File: config.mk
export PLATFORM = sky130hd
export DESIGN_NAME = mem_arbiter_flat
export DESIGN_NICKNAME = d
export VERILOG_FILES = /design/src/rtl/mem_arbiter_if.sv /design/src/rtl/mem_arbiter.sv /design/src/flat_wrapper.sv
export SDC_FILE = /design/constraint.sdc
export NUM_CORES = 1
export LEC_CHECK = 0
export CAP_MARGIN = 20
export CORE_ASPECT_RATIO = 0.9
export CORE_UTILIZATION = 39
export DETAILED_ROUTE_END_ITERATION = 8
export PLACE_DENSITY = 0.8
export RECOVER_POWER = 100
export SLEW_MARGIN = 20
export SYNTH_ARGS = -nofsm -noshare
export SYNTH_HDL_FRONTEND = slang
export SYNTH_SLANG_ARGS = --single-unit
File: constraint.sdc
create_clock -name clk -period 2.65 [get_ports clk]
set_input_delay 0.53 -clock clk [delete_from_list [all_inputs] [get_ports clk]]
set_output_delay 0.53 -clock clk [all_outputs]
set_load 0.01 [all_outputs]
File: src/rtl/mem_arbiter_if.sv
// Request/grant bus between the three memory clients, the arbiter and the memory port.
// The slave modport is the arbiter's view; the master modport is the clients' and memory's view.
`ifndef MEM_ADDR_SIZE
`define MEM_ADDR_SIZE 32
`endif

interface mem_arbiter_if #(
    parameter int D = 32
);
    logic                      flush;
    logic                      dec_req;
    logic [`MEM_ADDR_SIZE-1:0] dec_addr;
    logic                      wb_req;
    logic [`MEM_ADDR_SIZE-1:0] wb_addr;
    logic                      cmp_req;
    logic [`MEM_ADDR_SIZE-1:0] cmp_addr;
    logic [D-1:0]              cmp_wdata;
    logic                      dec_ack;
    logic                      wb_ack;
    logic                      cmp_ack;
    logic                      dec_data_valid;
    logic                      wb_data_valid;
    logic [D-1:0]              rd_data;
    logic [`MEM_ADDR_SIZE-1:0] mem_addr;
    logic                      mem_ren;
    logic                      mem_wen;
    logic [D-1:0]              mem_wdata;
    logic [D-1:0]              mem_rdata;
    logic                      mem_rvalid;
    logic                      rsp_err;

    modport slave (
        input  flush, dec_req, dec_addr, wb_req, wb_addr, cmp_req, cmp_addr, cmp_wdata,
               mem_rdata, mem_rvalid,
        output dec_ack, wb_ack, cmp_ack, dec_data_valid, wb_data_valid, rd_data,
               mem_addr, mem_ren, mem_wen, mem_wdata, rsp_err
    );

    modport master (
        output flush, dec_req, dec_addr, wb_req, wb_addr, cmp_req, cmp_addr, cmp_wdata,
               mem_rdata, mem_rvalid,
        input  dec_ack, wb_ack, cmp_ack, dec_data_valid, wb_data_valid, rd_data,
               mem_addr, mem_ren, mem_wen, mem_wdata, rsp_err
    );
endinterface

File: src/rtl/mem_arbiter.sv
// Three-client memory arbiter (dec/wb reads, cmp writes) with an in-order read tag FIFO.
// Define MEM_ARB_FIXED_PRIORITY_EN for fixed priority cmp > wb > dec instead of round-robin.
`ifndef MEM_ADDR_SIZE
`define MEM_ADDR_SIZE 32
`endif

module mem_arbiter #(
    parameter int MEM_BANDWIDTH = 4,
    parameter int TAG_DEPTH     = 4
) (
    input logic         clk,
    input logic         rst_n,
    mem_arbiter_if.slave bus
);
    localparam int D  = MEM_BANDWIDTH * 8;
    localparam int AW = `MEM_ADDR_SIZE;
    localparam int PW = $clog2(TAG_DEPTH);

    logic [2:0]           req_v;
    logic [2:0]           gnt;
    logic                 rd_ok;
    logic                 empty;
    logic                 push;
    logic                 pop;
    logic [PW:0]          count;
    logic [PW-1:0]        wr_ptr;
    logic [PW-1:0]        rd_ptr;
    logic [TAG_DEPTH-1:0] tags;
    logic [AW-1:0]        addr_nxt;

    logic [AW-1:0]        addr_q;
    logic                 ren_q;
    logic                 wen_q;
    logic [D-1:0]         wdata_q;
    logic [D-1:0]         rd_data_q;
    logic                 dec_v_q;
    logic                 wb_v_q;
    logic                 err_q;

    assign rd_ok = (count != (PW+1)'(TAG_DEPTH));
    assign empty = (count == '0);
    assign req_v = {bus.cmp_req, bus.wb_req & rd_ok, bus.dec_req & rd_ok} & {3{~bus.flush}};

`ifdef MEM_ARB_FIXED_PRIORITY_EN
    always_comb begin
        gnt = '0;
        if (req_v[2])      gnt = 3'b100;
        else if (req_v[1]) gnt = 3'b010;
        else if (req_v[0]) gnt = 3'b001;
    end
`else
    logic [1:0] rr_ptr;

    // rr_ptr names the client that is checked first this cycle
    always_comb begin
        gnt = '0;
        case (rr_ptr)
            2'd0: begin
                if (req_v[0])      gnt = 3'b001;
                else if (req_v[1]) gnt = 3'b010;
                else if (req_v[2]) gnt = 3'b100;
            end
            2'd1: begin
                if (req_v[1])      gnt = 3'b010;
                else if (req_v[2]) gnt = 3'b100;
                else if (req_v[0]) gnt = 3'b001;
            end
            default: begin
                if (req_v[2])      gnt = 3'b100;
                else if (req_v[0]) gnt = 3'b001;
                else if (req_v[1]) gnt = 3'b010;
            end
        endcase
    end

    always_ff @(posedge clk or negedge rst_n) begin
        if (!rst_n) begin
            rr_ptr <= 2'd0;
        end else if (bus.flush) begin
            rr_ptr <= 2'd0;
        end else if (gnt != '0) begin
            rr_ptr <= gnt[0] ? 2'd1 : (gnt[1] ? 2'd2 : 2'd0);
        end
    end
`endif

    assign bus.dec_ack = gnt[0];
    assign bus.wb_ack  = gnt[1];
    assign bus.cmp_ack = gnt[2];

    assign push = gnt[0] | gnt[1];
    // a response with nothing outstanding (or during flush) never touches the FIFO
    assign pop  = bus.mem_rvalid & ~empty & ~bus.flush;

    always_comb begin
        addr_nxt = bus.dec_addr;
        if (gnt[1])      addr_nxt = bus.wb_addr;
        else if (gnt[2]) addr_nxt = bus.cmp_addr;
    end

    always_ff @(posedge clk or negedge rst_n) begin
        if (!rst_n) begin
            ren_q   <= 1'b0;
            wen_q   <= 1'b0;
            addr_q  <= '0;
            wdata_q <= '0;
        end else begin
            ren_q <= push;
            wen_q <= gnt[2];
            if (gnt != '0) addr_q  <= addr_nxt;
            if (gnt[2])    wdata_q <= bus.cmp_wdata;
        end
    end

    always_ff @(posedge clk or negedge rst_n) begin
        if (!rst_n) begin
            count  <= '0;
            wr_ptr <= '0;
            rd_ptr <= '0;
            tags   <= '0;
        end else if (bus.flush) begin
            count  <= '0;
            wr_ptr <= '0;
            rd_ptr <= '0;
        end else begin
            if (push) begin
                tags[wr_ptr] <= gnt[1];
                wr_ptr       <= wr_ptr + 1'b1;
            end
            if (pop) rd_ptr <= rd_ptr + 1'b1;
            case ({push, pop})
                2'b10:   count <= count + 1'b1;
                2'b01:   count <= count - 1'b1;
                default: count <= count;
            endcase
        end
    end

    always_ff @(posedge clk or negedge rst_n) begin
        if (!rst_n) begin
            dec_v_q   <= 1'b0;
            wb_v_q    <= 1'b0;
            rd_data_q <= '0;
            err_q     <= 1'b0;
        end else begin
            dec_v_q <= pop & ~tags[rd_ptr];
            wb_v_q  <= pop & tags[rd_ptr];
            if (pop) rd_data_q <= bus.mem_rdata;
            if (bus.flush)
                err_q <= 1'b0;
            else if (bus.mem_rvalid && empty)
                err_q <= 1'b1;
        end
    end

    assign bus.mem_addr       = addr_q;
    assign bus.mem_ren        = ren_q;
    assign bus.mem_wen        = wen_q;
    assign bus.mem_wdata      = wdata_q;
    assign bus.rd_data        = rd_data_q;
    assign bus.dec_data_valid = dec_v_q;
    assign bus.wb_data_valid  = wb_v_q;
    assign bus.rsp_err        = err_q;
endmodule

File: src/flat_wrapper.sv
// flat-port wrapper written by rule: the top's interface ports become plain ports
module mem_arbiter_flat 
#(
    parameter int MEM_BANDWIDTH = 4,
    parameter int TAG_DEPTH     = 4
)
  (clk, rst_n, bus_flush, bus_dec_req, bus_dec_addr, bus_wb_req, bus_wb_addr, bus_cmp_req, bus_cmp_addr, bus_cmp_wdata, bus_mem_rdata, bus_mem_rvalid, bus_dec_ack, bus_wb_ack, bus_cmp_ack, bus_dec_data_valid, bus_wb_data_valid, bus_rd_data, bus_mem_addr, bus_mem_ren, bus_mem_wen, bus_mem_wdata, bus_rsp_err);
  mem_arbiter_if #(.D((32))) bus_i ();
  input logic clk;
  input logic rst_n;
  input wire logic [$bits(bus_i.flush)-1:0] bus_flush;
  input wire logic [$bits(bus_i.dec_req)-1:0] bus_dec_req;
  input wire logic [$bits(bus_i.dec_addr)-1:0] bus_dec_addr;
  input wire logic [$bits(bus_i.wb_req)-1:0] bus_wb_req;
  input wire logic [$bits(bus_i.wb_addr)-1:0] bus_wb_addr;
  input wire logic [$bits(bus_i.cmp_req)-1:0] bus_cmp_req;
  input wire logic [$bits(bus_i.cmp_addr)-1:0] bus_cmp_addr;
  input wire logic [$bits(bus_i.cmp_wdata)-1:0] bus_cmp_wdata;
  input wire logic [$bits(bus_i.mem_rdata)-1:0] bus_mem_rdata;
  input wire logic [$bits(bus_i.mem_rvalid)-1:0] bus_mem_rvalid;
  output wire logic [$bits(bus_i.dec_ack)-1:0] bus_dec_ack;
  output wire logic [$bits(bus_i.wb_ack)-1:0] bus_wb_ack;
  output wire logic [$bits(bus_i.cmp_ack)-1:0] bus_cmp_ack;
  output wire logic [$bits(bus_i.dec_data_valid)-1:0] bus_dec_data_valid;
  output wire logic [$bits(bus_i.wb_data_valid)-1:0] bus_wb_data_valid;
  output wire logic [$bits(bus_i.rd_data)-1:0] bus_rd_data;
  output wire logic [$bits(bus_i.mem_addr)-1:0] bus_mem_addr;
  output wire logic [$bits(bus_i.mem_ren)-1:0] bus_mem_ren;
  output wire logic [$bits(bus_i.mem_wen)-1:0] bus_mem_wen;
  output wire logic [$bits(bus_i.mem_wdata)-1:0] bus_mem_wdata;
  output wire logic [$bits(bus_i.rsp_err)-1:0] bus_rsp_err;
  assign bus_i.flush = bus_flush;
  assign bus_i.dec_req = bus_dec_req;
  assign bus_i.dec_addr = bus_dec_addr;
  assign bus_i.wb_req = bus_wb_req;
  assign bus_i.wb_addr = bus_wb_addr;
  assign bus_i.cmp_req = bus_cmp_req;
  assign bus_i.cmp_addr = bus_cmp_addr;
  assign bus_i.cmp_wdata = bus_cmp_wdata;
  assign bus_i.mem_rdata = bus_mem_rdata;
  assign bus_i.mem_rvalid = bus_mem_rvalid;
  assign bus_dec_ack = bus_i.dec_ack;
  assign bus_wb_ack = bus_i.wb_ack;
  assign bus_cmp_ack = bus_i.cmp_ack;
  assign bus_dec_data_valid = bus_i.dec_data_valid;
  assign bus_wb_data_valid = bus_i.wb_data_valid;
  assign bus_rd_data = bus_i.rd_data;
  assign bus_mem_addr = bus_i.mem_addr;
  assign bus_mem_ren = bus_i.mem_ren;
  assign bus_mem_wen = bus_i.mem_wen;
  assign bus_mem_wdata = bus_i.mem_wdata;
  assign bus_rsp_err = bus_i.rsp_err;
  mem_arbiter #(.MEM_BANDWIDTH(MEM_BANDWIDTH), .TAG_DEPTH(TAG_DEPTH)) u_core (.clk(clk), .rst_n(rst_n), .bus(bus_i));
endmodule
After elaboration in Yosys (flattened, before gate mapping). Cells that the tools add are included.

Add/subtract/negate cells: 4. Order comparisons: 3. Reduce and logical (&&, ||, !) cells: 11. Mux-type cells: 29. Bitwise gates (word level): 11. Equal/unequal tests: 4.

Operators by type and width (count): 32-bit 2-to-1 mux (2); 3-bit 2-to-1 mux (8); 2-bit 2-to-1 mux (9); 3-bit case mux with 2 select lines (2); 2-bit nonzero test (4); 1-bit bitwise AND (6); 2-bit by 3-bit less-than comparator with 1-bit output, second input constant (2); 3-bit nonzero test (2); 1-bit 2-to-1 mux (5); 2-bit by 1-bit adder with 2-bit output, second input constant (2); 4-bit bitwise mux (1); 2-bit by 1-bit equality test with 1-bit output, second input constant (2); 3-bit by 1-bit adder with 3-bit output, second input constant (1); 3-bit bitwise AND (1); 3-bit logical NOT (1); 3-bit inequality test, second input constant (1); 1-bit inverter (3); 3-bit by 1-bit subtractor with 3-bit output, second input constant (1); 1-bit binary-select mux with 2-bit select (1); 1-bit demux with 2-bit select (1); 2-bit equality test, second input constant (1); 2-bit by 1-bit >= comparator with 1-bit output, second input constant (1); 1-bit logical AND (2); 2-bit logical NOT (1); 2 further kinds (2).

Output and inout port bits: 104. Register bits: 114. Bits of input ports: 167. Logic and storage cells: 75.

Logic depth before layout (Yosys ltp).
Depth in word-level cells: 11. Mapped depth: 9. Gate-level depth less buffers: 8.

Worst setup path after synthesis. No wires, ideal clock.

Path type: reg2reg. Start point: register u_core.count[0]. End point: register u_core.count[2]. Path slack: 346 ps. Required time: 2522 ps. Setup time: 128 ps. Period minus slack after synthesis: 2304 ps. Cell stages (with the launch flop): 10. Buffers on the path: 1. Arrival time: 2177 ps. Path through: dfrtp_1 or3b_1 and2_4 and3_1 buf_6 nor3_1 fa_1 nor2_1 mux2i_1 mux2_1.

Cells in the longest elaborated chain, start to end: 11. Elaborated cells between the ends (all ways): 25. Classes of those cells: add/sub: 2; eq/ne: 3; mux: 11; bitwise: 7; reduce/logical: 2.

RTL lines: start, declared (line mem_arbiter.sv:25) `logic [PW:0] count;`; start signal, assigned (line mem_arbiter.sv:132) `2'b10: count <= count + 1'b1;`; start signal, assigned (line mem_arbiter.sv:133) `2'b01: count <= count - 1'b1;`; start signal, assigned (line mem_arbiter.sv:134) `default: count <= count;`; 3-bit inequality test (*) (line mem_arbiter.sv:40) `assign rd_ok = (count != (PW+1)'(TAG_DEPTH));`; 1-bit bitwise AND (line mem_arbiter.sv:42) `assign req_v = {bus.cmp_req, bus.wb_req & rd_ok, bus.dec_req & rd_ok} & {3{~bus.flush}};`; 3-bit bitwise AND (*) (line mem_arbiter.sv:42); 1-bit 2-to-1 mux / 2-bit 2-to-1 mux (equally long branches) (line mem_arbiter.sv:66, mem_arbiter.sv:71); 3-bit 2-to-1 mux (on tied branches) (line mem_arbiter.sv:65, mem_arbiter.sv:70); 3-bit 2-to-1 mux (on tied branches) (line mem_arbiter.sv:64, mem_arbiter.sv:69); 3-bit case mux with 2 select lines (*) (line mem_arbiter.sv:57) `case (rr_ptr)`; 1-bit bitwise OR (*) (line mem_arbiter.sv:91) `assign push = gnt[0] | gnt[1];`; net u_core.push (line mem_arbiter.sv:23) `logic push;`; 2-bit by 1-bit equality test with 1-bit output / 2-bit equality test (equally long branches) (line mem_arbiter.sv:131) `case ({push, pop})`; 3-bit case mux with 2 select lines (line mem_arbiter.sv:131); 3-bit 2-to-1 mux (line mem_arbiter.sv:121) `end else if (bus.flush) begin`.

The timed path passes the listed nets; every way through them passes the cells marked *. A chain may end at the register's enable or synchronous reset.

Worst setup path in the final report.
Start point: register u_core.count[0]. End point: output bus_wb_ack.

Cells in the longest elaborated chain, start to end: 7. Elaborated cells between the ends (all ways): 11. Classes of those cells: eq/ne: 1; mux: 7; bitwise: 3.

RTL lines: 3-bit inequality test (*) (line mem_arbiter.sv:40); 1-bit bitwise AND (line mem_arbiter.sv:42); 3-bit bitwise AND (*) (line mem_arbiter.sv:42); 2-bit 2-to-1 mux (line mem_arbiter.sv:71) `else if (req_v[1]) gnt = 3'b010;`; 3-bit 2-to-1 mux (line mem_arbiter.sv:70) `else if (req_v[0]) gnt = 3'b001;`; 3-bit 2-to-1 mux (line mem_arbiter.sv:69) `if (req_v[2]) gnt = 3'b100;`; 3-bit case mux with 2 select lines (*) (line mem_arbiter.sv:57); end, declared (line flat_wrapper.sv:22) `output wire logic [$bits(bus_i.wb_ack)-1:0] bus_wb_ack;`.

Mark *: on every way between the ends. The rest lies on a longest branch, timed or not.

==> impl_metrics.py <==
metrics = {
    "outcome": {
        "run_status": "finished clean",
    },
    "flow_run": {
        "drv.max_cap_violation_count": 0,
    },
    "detailed_routing": {
        "postRouteWirelength_mm": 15.0,
        "route.detailed.drc": 0,
        "via_count": 4385,
        "route.antenna.remaining_nets": 0,
        "via_per_inst": 4.94,
        "routedWlPerCell_um": 16.9,
        "detail_route.first_pass.iterations": 4,
        "detailedRoute.firstIterationViolations": 235,
    },
    "timing": {
        "final_hold_viol_count": 0,
        "slew_headroom_pct": 17.8,
        "finalWorstPathRequiredPeriod_ns": 2.48,
        "clock-skew-final_ns": 0.00919,
        "max_slew.worst_pin.slew_ns": 1.23,
        "tns_ns": 0,
        "timing.final.crit_share_pct": 93.7,
        "maximum_frequency_from_static_timing_analysis_mhz": 403,
        "finalSetupViolCount": 0,
        "setup_repair_after_global_routing_missed_its_margin": "no",
        "max_transition_viols_final": 0,
        "postLayoutSetupSlackWorst_ns": 0.166,
    },
    "worst_setup_path": {
        "rr_startpoint": "u_core.count[0]",
        "timing.critical_path.to": "bus_wb_ack",
        "timing.critical_path.max_delay_family": "simple AND/OR/NAND/NOR gates",
        "worst_ep_arrival_time_ns": 1.95,
        "path_depth": 4,
        "endpoint_kind": "output pin",
        "timing.critical_path.cells": "or3b_4 -> and2_4 -> and3b_4 -> dlygate4sd2_1",
        "critical_path.slowest_cell": "sky130_fd_sc_hd__dfrtp_1",
        "cp.buffers_inverters": 1,
        "cp_slowest_stage_delay_ns": 0.44,
        "logic_depth_of_the_worst_register_to_register_path": 6,
        "critical_path.startpoint_type": "flip-flop",
        "regToRegEndpoint": "u_core.bus.rd_data[18]",
        "r2r_slack_ns": 0.29,
        "timing.setup.critical_path_class": "flip-flop to output pin",
        "critical_path.max_fanout": 5,
        "start_point_of_the_critical_path": "u_core.count[0]",
        "worstPathRequired_ns": 2.12,
    },
    "floorplan": {
        "floorplan.rows": 38,
        "initial_core_util_pct": 40.7,
        "floorplan.core_area_um2": 12300,
        "floorplan.io_pins": 271,
        "dieArea_um2": 13200,
        "die_y_um": 109,
        "die_w_um": 121,
    },
    "placed_design": {
        "portbufs": 270,
        "detailed_place_hpwl_mm": 10.7,
        "placer_s_final_routability_congestion_estimate": 0.822,
        "dp_worst_setup_slack_ns": -0.0482,
        "cell_area_placed_um2": 7860,
    },
    "power_and_ir_drop": {
        "vdd.ir_drop.worst_v": 0.000586,
        "p_switching_w": 0.00232,
        "cellLeakagePower_nw": 3.93,
        "finalPower_w": 0.00768,
        "swShare_pct": 30.2,
        "power_frac_seq_pct": 34.8,
        "p_int_w": 0.00536,
        "p_clk_share_pct": 30.8,
        "power_frac_comb_pct": 34.4,
        "power-per-cell-area_nw_per_um2": 913,
    },
    "final_layout": {
        "area.growth.synth_to_final_pct": 68.7,
        "design.final.nets": 886,
        "stdcell_area_um2": 8420,
        "num_antenna_cells": 0,
        "proportion_of_layout_cells_with_a_drive_suffix_above_1_pct": 12.5,
    },
    "yosys": {
        "ys.warnings.count": 0,
        "synth_seq_cells": 114,
        "synthFlopType": "sky130_fd_sc_hd__dfrtp_1",
        "async_flop_share_pct": 100,
        "ys_types": 35,
        "mappedNetlistArea_um2": 4990,
        "syn-instance-count": 438,
        "synth-edff-count": 0,
        "post_synth.cell_area_avg_um2": 11.4,
        "synth.yosys.seq_area_share_pct": 57.2,
        "synth_nets": 610,
    },
    "clock_network": {
        "tritoncts_clock_tree": "built",
        "clkLatencyLatePin_ns": 0.41,
        "post_cts_hold_buffer_count": 0,
        "cts_sinks": 114,
        "cts_made_buffers": 17,
        "max-clock-path-buffers": 2,
        "h-tree-depth": 4,
        "clkSlewWorstSetupHoldPaths_ns": 0.06,
        "ctsRootBufferMaster": "sky130_fd_sc_hd__clkbuf_16",
    },
    "grt": {
        "grt_overflow": 0,
        "grt_pass1_vias": 4478,
        "grt_antenna_before_repair": 0,
        "track_usage_pct": 23.0,
        "grt_first_pass_wirelength_mm": 22.9,
        "grt_max_degree": 66,
    },
    "worst_hold_path": {
        "hold_class": "input pin to async pin",
    },
}
==> area by class of cell <==
class                      instances  area, um2
multi-input combinational        291       1940
inverter                           6       22.5
fill                             881       3850
timing repair buffer             284       2780
clock buffer                      18        439
clock inverter                    14        179
tap                              160        200
sequential                       114       2850
==> sequential cells by signal (all words and copies together), names as in the netlist <==
| register | cells |
|---|---|
| u_core.bus.dec_data_valid | 1 |
| u_core.bus.mem_addr | 32 |
| u_core.bus.mem_ren | 1 |
| u_core.bus.mem_wdata | 32 |
| u_core.bus.mem_wen | 1 |
| u_core.bus.rd_data | 32 |
| u_core.bus.rsp_err | 1 |
| u_core.bus.wb_data_valid | 1 |
| u_core.count | 3 |
| u_core.rd_ptr | 2 |
| u_core.rr_ptr | 2 |
| u_core.tags | 4 |
| u_core.wr_ptr | 2 |
==> cell usage after synthesis (all sizes together) (2+ instances only) <==
library cell  count  area share (%)
a21oi             7            0.70
a22oi            32             4.8
and2              3            0.43
buf              20             2.8
clkbuf            7            0.55
dfrtp           114              57
ha                4             1.0
inv               6            0.45
mux2             38             8.6
mux2i            35             7.0
nand2           105             7.9
nor2             11            0.83
nor2b             5            0.63
nor3              3            0.30
o21ai            33             3.8
or2               3            0.43
xnor2             2            0.35
==> layer usage <==
layer	GRT usage, %	routed length, um	up-vias
li1	-	-	2052
met1	26.7	5780	2153
met2	39.8	7880	163
met3	8.11	1130	17
met4	7.23	182	0
met5	0	0	-
==> cells in the final DEF, fill, tap and decap left out, types with 3 or more instances in the layout <==
cell type                         instances
sky130_fd_sc_hd__bufinv_16                3
sky130_fd_sc_hd__clkdlybuf4s50_1        164
sky130_fd_sc_hd__nor2b_1                  5
sky130_fd_sc_hd__mux2i_1                 35
sky130_fd_sc_hd__nor2_1                  10
sky130_fd_sc_hd__clkinv_4                 4
sky130_fd_sc_hd__o21ai_0                 32
sky130_fd_sc_hd__clkinvlp_4               3
sky130_fd_sc_hd__inv_1                    6
sky130_fd_sc_hd__a22oi_1                 32
sky130_fd_sc_hd__dfrtp_1                114
sky130_fd_sc_hd__clkbuf_16               17
sky130_fd_sc_hd__nand2_1                104
sky130_fd_sc_hd__ha_1                     4
sky130_fd_sc_hd__dlygate4sd3_1          102
sky130_fd_sc_hd__buf_4                    8
sky130_fd_sc_hd__nor3_1                   3
sky130_fd_sc_hd__a21oi_1                  7
sky130_fd_sc_hd__clkbuf_2                 3
sky130_fd_sc_hd__clkbuf_1                 3
sky130_fd_sc_hd__mux2_2                  37
sky130_fd_sc_hd__inv_6                    3
==> worst min-delay path by stage <==
stage,startpoint,end,slack [ns],depth (start not counted)
2_1_floorplan,rst_n,u_core.bus.dec_data_valid,0.23,0
6_report,rst_n,u_core.bus.rd_data[24],0.36,1
4_1_cts,rst_n,u_core.bus.rd_data[26],0.15,1
3_3_place_gp,u_core.bus.mem_wdata[21],u_core.bus.mem_wdata[21],0.46,2
3_5_place_dp,u_core.bus.mem_wdata[8],u_core.bus.mem_wdata[8],0.46,2
5_1_grt,rst_n,u_core.bus.rd_data[26],0.44,1
==> power by group through the flow <==
stage / combinational (W) / sequential, W / clock (W)
2_1_floorplan: 0.00104 / 0.00293 / 0
3_3_place_gp: 0.00284 / 0.00268 / 0
3_5_place_dp: 0.00291 / 0.00272 / 0
4_1_cts: 0.00294 / 0.00271 / 0.00241
5_1_grt: 0.00287 / 0.00275 / 0.00250
6_report: 0.00264 / 0.00267 / 0.00236
==> kinds of logic after synthesis <==
logic type,count (synthesis),synth area share (%)
flip-flops,114,57.2
buffers and inverters,33,3.81
XOR/XNOR,3,0.527
AO/OA/AOI/OAI,75,9.81
adder cells (fa/ha/maj),5,1.40
AND/OR/NAND/NOR,134,11.2
multiplexers,74,16.1
==> stage by stage <==
stage	cells	hold WS (ns)	util, %
after floorplan	438	0.234	-
after global placement	855	0.458	64.1
after detailed placement	855	0.462	64.1
after CTS	887	0.155	69.1
after global routing	887	0.444	68.6
final	887	0.364	68.6
==> what timing repair did <==
action / CTS / global route
buffers inserted: 0 / 0
setup endpoints to repair: 3 / 1
gates resized for setup: 4 / 1
(Power assumes the default switching activity.)
